`src/rtl/aes_pkg.sv`:
```
`default_nettype none
// +----------------------------------------------------------------------------+
// | aes_pkg : widths, GF(2^8) helpers and FSM encoding for the MixColumns engine |
// | Revision: 1.0                                                              |
// +----------------------------------------------------------------------------+
package aes_pkg;

    localparam int         STATE_W  = 128;
    localparam int         COL_W    = 32;
    localparam int         BYTE_W   = 8;
    localparam int         NUM_COLS = 4;
    localparam logic [7:0] AES_POLY = 8'h1b;

    typedef logic [BYTE_W-1:0]  byte_t;
    typedef logic [COL_W-1:0]   col_t;
    typedef logic [STATE_W-1:0] state_t;

    typedef enum logic [1:0] {
        ST_IDLE = 2'd0,
        ST_BUSY = 2'd1,
        ST_DONE = 2'd2
    } mc_state_e;

    function automatic byte_t xtime(input byte_t b);
        return {b[BYTE_W-2:0], 1'b0} ^ (AES_POLY & {BYTE_W{b[BYTE_W-1]}});
    endfunction

    function automatic byte_t mul3(input byte_t b);
        return xtime(b) ^ b;
    endfunction

    // Column 0 occupies the most significant 32 bits of the state.
    function automatic col_t get_col(input state_t s, input logic [1:0] idx);
        case (idx)
            2'd0:    return s[127:96];
            2'd1:    return s[95:64];
            2'd2:    return s[63:32];
            default: return s[31:0];
        endcase
    endfunction

    function automatic state_t put_col(input state_t s, input logic [1:0] idx, input col_t c);
        state_t r;
        r = s;
        case (idx)
            2'd0:    r[127:96] = c;
            2'd1:    r[95:64]  = c;
            2'd2:    r[63:32]  = c;
            default: r[31:0]   = c;
        endcase
        return r;
    endfunction

endpackage
`default_nettype wire

```
`src/rtl/mix_columns_seq_if.sv`:
```
`default_nettype none
// +----------------------------------------------------------------------------+
// | mix_columns_seq_if : input and output valid/ready streams of the engine    |
// | Revision: 1.0                                                              |
// +----------------------------------------------------------------------------+
interface mix_columns_seq_if;
    import aes_pkg::*;

    logic               in_valid;
    logic               in_ready;
    logic [STATE_W-1:0] in_state;
    logic               in_bypass;
    logic               out_valid;
    logic               out_ready;
    logic [STATE_W-1:0] out_state;

    modport master (
        output in_valid, in_state, in_bypass, out_ready,
        input  in_ready, out_valid, out_state
    );

    modport slave (
        input  in_valid, in_state, in_bypass, out_ready,
        output in_ready, out_valid, out_state
    );

endinterface
`default_nettype wire

```
`src/rtl/mix_columns_seq_mix_column.sv`:
```
`default_nettype none
// +----------------------------------------------------------------------------+
// | mix_column : combinational AES MixColumns transform of one 32-bit column   |
// | Revision: 1.0                                                              |
// +----------------------------------------------------------------------------+
module mix_column
    import aes_pkg::*;
(
    input  col_t i_col,
    output col_t o_col
);

    byte_t w_a0, w_a1, w_a2, w_a3;
    byte_t w_b0, w_b1, w_b2, w_b3;

    assign {w_a0, w_a1, w_a2, w_a3} = i_col;

    assign w_b0 = xtime(w_a0) ^ mul3(w_a1) ^ w_a2        ^ w_a3;
    assign w_b1 = w_a0        ^ xtime(w_a1) ^ mul3(w_a2) ^ w_a3;
    assign w_b2 = w_a0        ^ w_a1        ^ xtime(w_a2) ^ mul3(w_a3);
    assign w_b3 = mul3(w_a0)  ^ w_a1        ^ w_a2        ^ xtime(w_a3);

    assign o_col = {w_b0, w_b1, w_b2, w_b3};

endmodule
`default_nettype wire

```
`src/rtl/mix_columns_seq.sv`:
```
`default_nettype none
// +----------------------------------------------------------------------------+
// | mix_columns_seq : iterative MixColumns, COLS_PER_CYCLE columns per clock   |
// | Revision: 1.0                                                              |
// +----------------------------------------------------------------------------+
module mix_columns_seq
    import aes_pkg::*;
#(
    parameter int COLS_PER_CYCLE = 1
) (
    input  logic              clk,
    input  logic              rst_n,
    mix_columns_seq_if.slave  bus
);

    if (!(COLS_PER_CYCLE == 1 || COLS_PER_CYCLE == 2 || COLS_PER_CYCLE == NUM_COLS)) begin : g_bad_cols
        $error("mix_columns_seq: COLS_PER_CYCLE must be 1, 2 or 4");
    end

    localparam logic [2:0] C_STEP = 3'(COLS_PER_CYCLE);

    mc_state_e  state_q, state_d;
    logic [1:0] col_cnt_q, col_cnt_d;
    state_t     work_q, work_d;
    logic       in_ready_q, out_valid_q;

    col_t       w_col_in  [COLS_PER_CYCLE];
    col_t       w_col_out [COLS_PER_CYCLE];
    logic [2:0] w_sum;

    for (genvar g = 0; g < COLS_PER_CYCLE; g++) begin : g_col
        assign w_col_in[g] = get_col(work_q, col_cnt_q + 2'(g));
        mix_column u_mix (
            .i_col (w_col_in[g]),
            .o_col (w_col_out[g])
        );
    end

    // Carry out of the 2-bit counter marks the final column group.
    assign w_sum = {1'b0, col_cnt_q} + C_STEP;

    always_comb begin
        state_d   = state_q;
        col_cnt_d = col_cnt_q;
        work_d    = work_q;
        case (state_q)
            ST_IDLE: begin
                if (bus.in_valid && in_ready_q) begin
                    work_d    = bus.in_state;
                    col_cnt_d = 2'd0;
                    state_d   = bus.in_bypass ? ST_DONE : ST_BUSY;
                end
            end
            ST_BUSY: begin
                for (int g = 0; g < COLS_PER_CYCLE; g++) begin
                    work_d = put_col(work_d, col_cnt_q + 2'(g), w_col_out[g]);
                end
                col_cnt_d = w_sum[1:0];
                if (w_sum[2]) begin
                    state_d = ST_DONE;
                end
            end
            ST_DONE: begin
                if (bus.out_ready) begin
                    state_d = ST_IDLE;
                end
            end
            default: state_d = ST_IDLE;
        endcase
    end

    always_ff @(posedge clk or negedge rst_n) begin
        if (!rst_n) begin
            state_q     <= ST_IDLE;
            col_cnt_q   <= 2'd0;
            work_q      <= '0;
            in_ready_q  <= 1'b1;
            out_valid_q <= 1'b0;
        end else begin
            state_q     <= state_d;
            col_cnt_q   <= col_cnt_d;
            work_q      <= work_d;
            in_ready_q  <= (state_d == ST_IDLE);
            out_valid_q <= (state_d == ST_DONE);
        end
    end

    assign bus.in_ready  = in_ready_q;
    assign bus.out_valid = out_valid_q;
    assign bus.out_state = work_q;

endmodule
`default_nettype wire

```
`src/flat_wrapper.sv`:
```
// flat-port wrapper written by rule: the top's interface ports become plain ports
module mix_columns_seq_flat import aes_pkg::*;
#(
    parameter int COLS_PER_CYCLE = 1
)
  (clk, rst_n, bus_in_valid, bus_in_state, bus_in_bypass, bus_out_ready, bus_in_ready, bus_out_valid, bus_out_state);
  mix_columns_seq_if bus_i ();
  input  logic clk;
  input  logic rst_n;
  input wire logic [$bits(bus_i.in_valid)-1:0] bus_in_valid;
  input wire logic [$bits(bus_i.in_state)-1:0] bus_in_state;
  input wire logic [$bits(bus_i.in_bypass)-1:0] bus_in_bypass;
  input wire logic [$bits(bus_i.out_ready)-1:0] bus_out_ready;
  output wire logic [$bits(bus_i.in_ready)-1:0] bus_in_ready;
  output wire logic [$bits(bus_i.out_valid)-1:0] bus_out_valid;
  output wire logic [$bits(bus_i.out_state)-1:0] bus_out_state;
  assign bus_i.in_valid = bus_in_valid;
  assign bus_i.in_state = bus_in_state;
  assign bus_i.in_bypass = bus_in_bypass;
  assign bus_i.out_ready = bus_out_ready;
  assign bus_in_ready = bus_i.in_ready;
  assign bus_out_valid = bus_i.out_valid;
  assign bus_out_state = bus_i.out_state;
  mix_columns_seq #(.COLS_PER_CYCLE(COLS_PER_CYCLE)) u_core (.clk(clk), .rst_n(rst_n), .bus(bus_i));
endmodule
```
`config.mk`:
```
export PLATFORM = sky130hd
export DESIGN_NAME = mix_columns_seq_flat
export DESIGN_NICKNAME = d
export VERILOG_FILES = /design/src/rtl/aes_pkg.sv /design/src/rtl/mix_columns_seq_if.sv /design/src/rtl/mix_columns_seq_mix_column.sv /design/src/rtl/mix_columns_seq.sv /design/src/flat_wrapper.sv
export SDC_FILE = /design/constraint.sdc
export NUM_CORES = 1
export LEC_CHECK = 0
export BUFFER_PORTS_ARGS = -buffer_cell sky130_fd_sc_hd__buf_2
export CORE_ASPECT_RATIO = 0.8
export CORE_MARGIN = 4
export CORE_UTILIZATION = 52
export DETAILED_ROUTE_END_ITERATION = 10
export MAX_ROUTING_LAYER = met4
export PLACE_DENSITY = 0.81
export SYNTH_ARGS = -nofsm -noshare
export SYNTH_HDL_FRONTEND = slang
export SYNTH_SLANG_ARGS = --single-unit
```
`constraint.sdc`:
```
create_clock -name clk -period 3.4 [get_ports clk]
set_input_delay 0.68 -clock clk [delete_from_list [all_inputs] [get_ports clk]]
set_output_delay 0.68 -clock clk [all_outputs]
set_load 0.02 [all_outputs]
```
==> results of run 1 <==
-- placed cells by master, fill, tap and decap left out, types with 17 or more instances in the layout --
| cell | n |
|---|---|
| buf_4 | 85 |
| xor2_1 | 68 |
| dfrtp_1 | 133 |
| nor2_1 | 23 |
| nand3_1 | 93 |
| o21ai_0 | 28 |
| a21oi_1 | 24 |
| buf_2 | 261 |
| o211ai_1 | 87 |
| xnor2_1 | 106 |
| a222oi_1 | 32 |
| nand2_1 | 190 |
| clkbuf_16 | 17 |
| o221ai_1 | 29 |
-- area by class of cell --
cell class,count,area [um2]
timing repair buffer,350,2020
multi-input combinational,744,4800
inverter,4,15.0
tap,215,269
clock inverter,10,144
clock buffer,21,470
fill,1233,4780
sequential,134,3350
-- routing by layer --
layer | routed length, um | up-vias
met3 | 5780 | 68
met5 | 0 | -
met4 | 736 | 0
met2 | 15100 | 788
met1 | 14900 | 4379
li1 | - | 4041
-- per-stage QoR --
| stage | hold WS [ps] | area, um2 | worst slack [ps] | util |
|---|---|---|---|---|
| floorplan | 384 | 8470 | 619 | - |
| global placement | 500 | 10400 | 119 | 0.659 |
| detailed placement | 509 | 10400 | 78.5 | 0.659 |
| CTS | 287 | 11100 | 7.69 | 0.698 |
| global route | 320 | 11100 | 95.5 | 0.699 |
| finish | 277 | 11100 | 114 | 0.699 |
-- kinds of logic (layout without fill, tap and decap cells) --
kind of cell    count (synthesis)  after routing  synth area share
flops                         134            134             0.396
xor+xnor                      176            176             0.182
compound gates                226            226             0.195
buf+inv                        89            385            0.0425
simple gates                  327            327             0.165
fa+ha+maj                       4              4           0.00591
mux                            11             11            0.0139
-- worst max-delay path by stage --
| stage | startpoint | endpoint | slack [ps] |
|---|---|---|---|
| final | u_core.col_cnt_q[0] | u_core.bus.out_state[122] | 110 |
| after global routing | u_core.col_cnt_q[1] | u_core.bus.out_state[9] | 100 |
| after global placement | u_core.col_cnt_q[0] | u_core.bus.out_state[13] | 120 |
| after CTS | u_core.col_cnt_q[0] | u_core.bus.out_state[122] | 8 |
| after detailed placement | u_core.col_cnt_q[0] | u_core.bus.out_state[13] | 80 |
| after floorplan | u_core.col_cnt_q[0] | u_core.bus.out_state[28] | 620 |
-- sequential cells by signal (all words and copies together) (netlist names) --
| signal | cells |
|---|---|
| u_core.bus.in_ready | 1 |
| u_core.bus.out_valid | 1 |
| u_core.bus.out_state | 128 |
| u_core.state_q | 2 |
| u_core.col_cnt_q | 2 |
-- critical path: cells and delay by family, from the launching register on --
family,cells,cell delay (ps)
AO/OA/AOI/OAI,3,540
buffers and inverters,3,540
flip-flops,1,420
adder cells (fa/ha/maj),1,440
XOR/XNOR,3,1190
-- what timing repair did --
item | in CTS | in global routing
setup buffers | 0 | 0
endpoints found under the setup margin | 0 | 26
gates resized for setup | 0 | 3
==> impl_results.md, run 1 <==
- Outcome: finished clean
- CTS tree: built
- Post-synthesis async set-or-reset flop share: 1.00
- Clk Latency, worst-skew pair: 440 ps
- Vias/cell: 6.28
- Post-synth top flop: dfrtp_1
- CP required: 3680 ps
- Clk_skew: 10.6 ps
- 1st-iter DRT viols: 1264
- Synthesized flop and latch total: 134
- Critical path's largest stage delay: 540 ps
- Chip Height: 122 um
- Largest net degree at the start of global routing: 73
- CP Class: reg -> reg
- Post-CTS Hold Fix Bufs: 0
- Layout cells sized above 1: 0.310
- IO Count: 263
- Gr busiest metal: met1
- Area Overhead vs Synth: 30.7%
- Max_cap viols: 0
- Most frequent cell after synthesis: nand2_1
- R2r endpoint: u_core.bus.out_state[122]
- Starting Density: 0.535
- Drt first pass iters: 9
- IO buf count: 262
- First-pass GRT wire length: 53100 um
- Crit path max fanout: 16
- CP Cell Sequence: inv_1 > ha_2 > buf_4 > a222oi_1 > buf_4 > xnor2_1 > xor2_1 > o21ai_0 > xor2_1 > o211ai_1
- Met3 Usage GRT: 0.155
- Avg WL per Cell: 24.7 um
- Final-report hold violation count: 0
- Antenna-violating nets left: 0
- GR Util met2: 0.544
- Clock slew seen by the registers of the worst setup and hold paths: 60 ps
- Synth warnings: 0
- Tmin final: 3290 ps
- Inst Count DP: 1447
- Fin. max-slew vios: 0
- Vias in the first global route: 8576
- Synthesized Nets: 1104
- EDFF count, synth: 0
- Seq/Total Area, Yosys: 0.396
- Worst hold path type: in -> async
- Core area: 15900 um2
- CP arrival: 3570 ps
- Gate Count Post-Synth: 967
- Post-synth design cell area: 8470 um2
- Reg2Reg Launch Point: u_core.col_cnt_q[0]
- Fin nets: 1388
- Final WL: 36500 um
- Share of the synthesized area in the top cell type: 0.393
- Avg Synthesized Cell Area: 8.76 um2
- Die Width: 151 um
- Post-Route Setup TNS: 0 ps
- Overflow after GRT: 0
- Ant diodes: 0
- DRC Markers: 0
- Worst rel slew slack: 0.502
- Post-synth top area cell: dfrtp_1
- CP startpoint kind: flip-flop
- RD Place Congestion: 1.12
- Synth cell types: 39
- Site Rows: 41
- Met1 Resource Use GR: 0.573
- Worst R2R Path Depth: 10
- Clock sink count: 134
- Worst slew pin tran: 745 ps
- Most frequent cells after synthesis: nand2_1, dfrtp_1, xnor2_1
- Clk buf depth: 2
- Ranking of synthesized cells by area: dfrtp_1, xnor2_1, nand2_1
- Final cycle utilization of the critical path: 0.967
- Layout Cells excl Fill: 1478
- Cts bufs inserted: 17
- DP Wirelength: 27300 um
- H-tree levels: 4
- R2R Setup Slk: 110 ps
- Final setup fails: 0
- CP max stage cell: xnor2_1
- CTS root buf: clkbuf_16
- Die area: 18400 um2
- CP endpoint kind: flip-flop
- Max Clock Freq: 0.304 GHz
- Initial antenna violation count: 0
- Via Count: 9276
- RSZ-0062 raised after global routing: false
- GRT Util Overall: 0.404
Power of run 1 is not shown: default switching activity piles up to over one toggle a cycle in this logic, so the estimate is an artifact.
==> run 2: changes to the inputs <==
--- a/config.mk
+++ b/config.mk
@@ -5,10 +5,12 @@
 export SDC_FILE = /design/constraint.sdc
 export NUM_CORES = 1
 export LEC_CHECK = 0
-export BUFFER_PORTS_ARGS = -buffer_cell sky130_fd_sc_hd__buf_2
+export ABC_AREA = 0
+export BUFFER_PORTS_ARGS = -buffer_cell sky130_fd_sc_hd__clkbuf_2
 export CORE_ASPECT_RATIO = 0.8
 export CORE_MARGIN = 4
 export CORE_UTILIZATION = 52
+export CTS_CLUSTER_SIZE = 16
 export DETAILED_ROUTE_END_ITERATION = 10
 export MAX_ROUTING_LAYER = met4
 export PLACE_DENSITY = 0.81
==> run 2 against run 1 <==
Effect of this change: worst hold slack better by 75 ps; core utilization down 0.66 points; first-iteration DRC count up 13%; count of clock-buffer cells in the layout down 2; sequential share of layout area up 0.29 points; setup slack better by 130 ps; final cell count about the same; largest cell class unchanged; wire length down 1.3%; non-clock buffer count down 3; clock skew about the same; critical path type unchanged; critical endpoint is now u_core.bus.out_state[57]; maximum frequency up 4.1%.
==> impl_results.md, run 2 (same netlist as run 1, synthesis figures left out) <==
- IO buf count: 262 (unchanged)
- Core area: 15900 um2 (unchanged)
- Setup Fix Bufs, Post-CTS: 0 (unchanged)
- Post-Route Setup TNS: 0 ps (unchanged)
- CP required: 3700 ps (+20 ps)
- Placed inst area: 10400 um2 (-0.34%)
- Crit path from: u_core.col_cnt_q[0]
- Clock sink count: 134 (unchanged)
- Pre-CTS setup slack: 161 ps (+82.1 ps)
- R2r endpoint: u_core.bus.out_state[57]
- Final cycle utilization of the critical path: 0.929 (-0.0380)
- Site Rows: 41 (unchanged)
- DRC Markers: 0 (unchanged)
- Clk_skew: 10.4 ps (-0.222 ps)
- Die area: 18400 um2 (unchanged)
- H-tree levels: 4 (unchanged)
- Antenna-violating nets left: 0 (unchanged)
- Worst slew pin tran: 845 ps (+100 ps)
- Chip Height: 122 um (unchanged)
- GRT Util Overall: 0.395 (-0.00889)
- Fin. max-slew vios: 0 (unchanged)
- IO Count: 263 (unchanged)
- Final WS setup: 243 ps (+129 ps)
- Vias in the first global route: 8603 (+0.31%)
- Area Overhead vs Synth: 29.5%
- Fill cells: 1278 (+3.6%)
- CP startpoint kind: flip-flop
- Clock slew seen by the registers of the worst setup and hold paths: 60 ps (about the same)
- Max Clock Freq: 0.317 GHz (+4.1%)
- Die Width: 151 um (unchanged)
- CP arrival: 3450 ps (-120 ps)
- Final instance area: 11000 um2 (-0.94%)
- Layout cells sized above 1: 0.308 (-0.00268)
- Starting Density: 0.535 (unchanged)
- Clk buf depth: 2 (unchanged)
- Max_cap viols: 0 (unchanged)
- Final-report hold violation count: 0 (unchanged)
- R2R Setup Slk: 240 ps (+130 ps)
- Worst R2R Path Depth: 11 (+1)
- Crit path max fanout: 26 (+10)
- DP Wirelength: 27300 um (-0.16%)
- Worst rel slew slack: 0.436 (-0.0656)
- 1st-iter DRT viols: 1430 (+13%)
- Final WL: 36000 um (-1.3%)
- Avg WL per Cell: 24.4 um (-1.2%)
- First-pass GRT wire length: 52200 um (-1.8%)
- Initial antenna violation count: 1 (+1)
- Vias/cell: 6.31 (+0.60%)
- CTS root buf: clkbuf_16
- Outcome: finished clean
- Tmin final: 3160 ps (-129 ps)
- Most common cell after layout, fill and taps aside: clkbuf_2
- Largest register FFs: 128 (unchanged)
- CP Class: reg -> reg
- Reg2Reg Launch Point: u_core.col_cnt_q[0]
- Final setup fails: 0 (unchanged)
- Fin nets: 1385 (-0.22%)
- Clk Latency, worst-skew pair: 430 ps (about the same)
- RD Place Congestion: 1.09 (-2.3%)
- Worst hold path type: in -> async
- Via Count: 9325 (+0.53%)
- CTS tree: built
- Commonest cells after routing, fill and taps aside: clkbuf_2, nand2_1, dfrtp_1
- RSZ-0062 raised after global routing: false
- Largest net degree at the start of global routing: 62 (-15%)
- CP endpoint kind: flip-flop
- Overflow after GRT: 0 (unchanged)
- Cts bufs inserted: 17 (unchanged)
- Drt first pass iters: 8 (-1)
==> run 2: changes by cell type in the layout (fill, tap and decap cells not counted), moves of 2 or more <==
cell | previous run | this run
xnor2_2 | 2 | 0
bufinv_16 | 3 | 1
buf_4 | 85 | 83
xnor2_1 | 106 | 108
clkinv_2 | 1 | 3
clkbuf_8 | 3 | 0
buf_2 | 261 | 0
clkbuf_2 | 0 | 261
inv_6 | 2 | 4
==> run 2: routing by layer <==
metal	GRT usage	vias to the layer above	wire [um]
li1	-	4035	-
met1	0.557	4433	14700
met2	0.525	785	14700
met3	0.150	72	5770
met4	0.118	0	900
met5	-	-	0
==> run 2: repair_timing <==
action,CTS,global route
setup endpoints to repair,0,11
gates resized for setup,0,2
hold buffers,0,0
==> run 2: area by class of cell <==
cell class	count	area, um2	area share
Clock inverter	13	123	0.0112
Tap cell	215	269	0.0245
Antenna cell	1	2.50	0.000228
Clock buffer	19	433	0.0395
Sequential cell	134	3350	0.306
Multi-Input combinational cell	744	4780	0.436
Inverter	4	15.0	0.00137
Timing Repair Buffer	347	1990	0.181
==> run 2: how the worst max path moves through the flow <==
stage	to	slack, ps	cells after the start
2_1_floorplan	u_core.bus.out_state[28]	620	9
3_3_place_gp	u_core.bus.out_state[90]	150	10
3_5_place_dp	u_core.bus.out_state[9]	160	10
4_1_cts	u_core.bus.out_state[9]	150	10
5_1_grt	u_core.bus.out_state[9]	80	10
6_report	u_core.bus.out_state[57]	240	11
==> run 2: worst max-delay path, stage by stage (launching register included) <==
cell and delay (ps):
dfrtp_1 410, inv_1 110, ha_1 220, buf_4 220, a222oi_1 580, buf_4 280
xor2_1 160, a21oi_1 100, xnor2_1 190, xnor2_1 400, buf_4 220, o211ai_1 100
==> run 2: through the flow <==
stage | cells | hold WS [ps] | util
global placement | 1444 | 507 | 0.657
finish | 1477 | 352 | 0.692
CTS | 1476 | 372 | 0.692
detailed placement | 1444 | 521 | 0.657
global route | 1477 | 390 | 0.692
floorplan | 967 | 384 | -
Power of run 2 is left out for the same reason.
==> run 3: changes to the inputs <==
--- a/config.mk
+++ b/config.mk
@@ -9,11 +9,12 @@
 export BUFFER_PORTS_ARGS = -buffer_cell sky130_fd_sc_hd__clkbuf_2
 export CORE_ASPECT_RATIO = 0.8
 export CORE_MARGIN = 4
-export CORE_UTILIZATION = 52
+export CORE_UTILIZATION = 54
+export CTS_BUF_LIST = sky130_fd_sc_hd__clkbuf_4 sky130_fd_sc_hd__clkbuf_8
 export CTS_CLUSTER_SIZE = 16
 export DETAILED_ROUTE_END_ITERATION = 10
 export MAX_ROUTING_LAYER = met4
-export PLACE_DENSITY = 0.81
+export PLACE_DENSITY = 0.84
 export SYNTH_ARGS = -nofsm -noshare
 export SYNTH_HDL_FRONTEND = slang
 export SYNTH_SLANG_ARGS = --single-unit
==> run 3 against run 2 <==
Effect of this change: the run now ends with DRC left; worst hold slack got worse by 38 ps; via count fell by 1.0%; maximum frequency fell by 0.96%; critical path depth rose by 1; register-to-register slack got worse by 30 ps; global-route usage rose by 0.76 points; critical endpoint is now u_core.bus.out_state[119].
==> impl_results.md, run 3 (same netlist as run 1, synthesis figures left out) <==
- Final WL: 35200 um (-2.1%)
- Die area: 17800 um2 (-3.5%)
- Commonest cells after routing, fill and taps aside: clkbuf_2, nand2_1, dfrtp_1
- Cts bufs inserted: 17 (unchanged)
- Layout cells sized above 1: 0.312 (+0.00451)
- Outcome: complete, but fails checks
- Hold Slack: 314 ps (-38.3 ps)
- RD Place Congestion: 1.09 (-0.26%)
- CP Class: reg -> reg
- CTS tree: built
- CP startpoint kind: flip-flop
- DRC Markers: 4 (+4)
- H-tree levels: 4 (unchanged)
- Fill cells: 1257 (-1.6%)
- RSZ-0062 raised after global routing: false
- CP endpoint kind: flip-flop
- Final WS setup: 213 ps (-30.5 ps)
- Clock sink count: 134 (unchanged)
- DP Wirelength: 26900 um (-1.3%)
- R2R Setup Slk: 210 ps (-30 ps)
- Max_cap viols: 0 (unchanged)
- First-pass GRT wire length: 52800 um (+1.1%)
- CP required: 3730 ps (+30 ps)
- Failing checks: DRC
- Via Count: 9232 (-1.0%)
- Final cycle utilization of the critical path: 0.937 (+0.00897)
- Final-report hold violation count: 0 (unchanged)
- Die Width: 148 um (-1.8%)
- Initial antenna violation count: 0 (-1)
- IO Count: 263 (unchanged)
- Starting Density: 0.557 (+0.0224)
- Clk_skew: 12.0 ps (+1.67 ps)
- Post-Route Setup TNS: 0 ps (unchanged)
- Drt first pass iters: 11 (+3)
- Clock slew seen by the registers of the worst setup and hold paths: 80 ps (+20 ps)
- 1st-iter DRT viols: 1268 (-11%)
- Tmin final: 3190 ps (+30.5 ps)
- IO buf count: 262 (unchanged)
- Final instance area: 10900 um2 (-1.0%)
- Post-CTS Hold Fix Bufs: 0 (unchanged)
- Worst hold path type: in -> async
- Site Rows: 40 (-2.4%)
- Placed inst area: 10400 um2 (about the same)
- Worst rel slew slack: 0.414 (-0.0219)
- Max Clock Freq: 0.314 GHz (-0.96%)
- CP arrival: 3520 ps (+70 ps)
- Crit path max fanout: 16 (-38%)
- Largest net degree at the start of global routing: 73 (+18%)
- Ant diodes: 0 (-1)
- Avg WL per Cell: 23.9 um (-1.8%)
- Area Overhead vs Synth: 28.1%
- Core area: 15200 um2 (-4.0%)
- CTS root buf: clkbuf_8
- Vias/cell: 6.27 (-0.66%)
- Fin. max-slew vios: 0 (unchanged)
- Clk Latency, worst-skew pair: 460 ps (+30 ps)
- Overflow after GRT: 0 (unchanged)
- Vias in the first global route: 8522 (-0.94%)
- Chip Height: 120 um (-1.7%)
- Worst slew pin tran: 878 ps (+32.8 ps)
- Clk buf depth: 2 (unchanged)
- GRT Util Overall: 0.402 (+0.00755)
- Largest register FFs: 128 (unchanged)
- Antenna-violating nets left: 0 (unchanged)
- Most common cell after layout, fill and taps aside: clkbuf_2
- Pre-CTS setup slack: 3.99 ps (-157 ps)
- Fin nets: 1387 (+0.14%)
- Final setup fails: 0 (unchanged)
-- run 3: final timing paths --
path	startpoint	to	cells after the start
min in group clk	bus_in_state[59]	u_core.bus.out_state[59]	3
setup reg to reg	u_core.col_cnt_q[0]	u_core.bus.out_state[119]	12
max in group asynchronous	rst_n	u_core.bus.in_ready	2
hold reg to reg	u_core.bus.out_state[123]	u_core.bus.out_state[123]	2
hold / removal	rst_n	u_core.bus.out_state[16]	1
setup / recovery	u_core.col_cnt_q[0]	u_core.bus.out_state[119]	12
-- run 3: repair_timing --
item                       CTS  global route
pin swaps                    1             1
gates resized for setup      0             5
cloned                       0             0
hold endpoints to repair     0             0
setup buffers                1             1
setup endpoints to repair    1            28
-- run 3: worst max-delay path, cell delays in order (launching register included) --
cell and delay, ps:
dfrtp_1 410, inv_1 100, ha_2 320, buf_4 240, buf_4 190, a222oi_1 340
buf_4 220, xnor2_1 140, xnor2_1 80, mux2i_1 220, xor2_1 450, buf_4 240
o211ai_1 100
-- run 3: routing by layer --
metal  wire length, um  up-vias  GRT usage
met5                 0        -          -
met3              5150       76      0.136
met2             14700      765      0.552
li1                  -     4029          -
met4               854        0     0.0981
met1             14500     4362      0.574
-- run 3: area by class of cell --
type,instances,area [um2],share of cell area
multi-input cells,744,4810,0.443
clock buffers,21,277,0.0255
well taps,210,263,0.0242
inverters,4,15.0,0.00138
repair buffers,349,2020,0.186
flip-flops and latches,134,3350,0.309
clock inverters,10,124,0.0114
-- run 3: per-stage QoR --
| step | util | instances |
|---|---|---|
| 2_1_floorplan | - | 967 |
| 3_3_place_gp | 0.684 | 1439 |
| 3_5_place_dp | 0.684 | 1439 |
| 4_1_cts | 0.711 | 1471 |
| 5_1_grt | 0.714 | 1472 |
| 6_report | 0.714 | 1472 |
Power of run 3 is left out for the same reason.
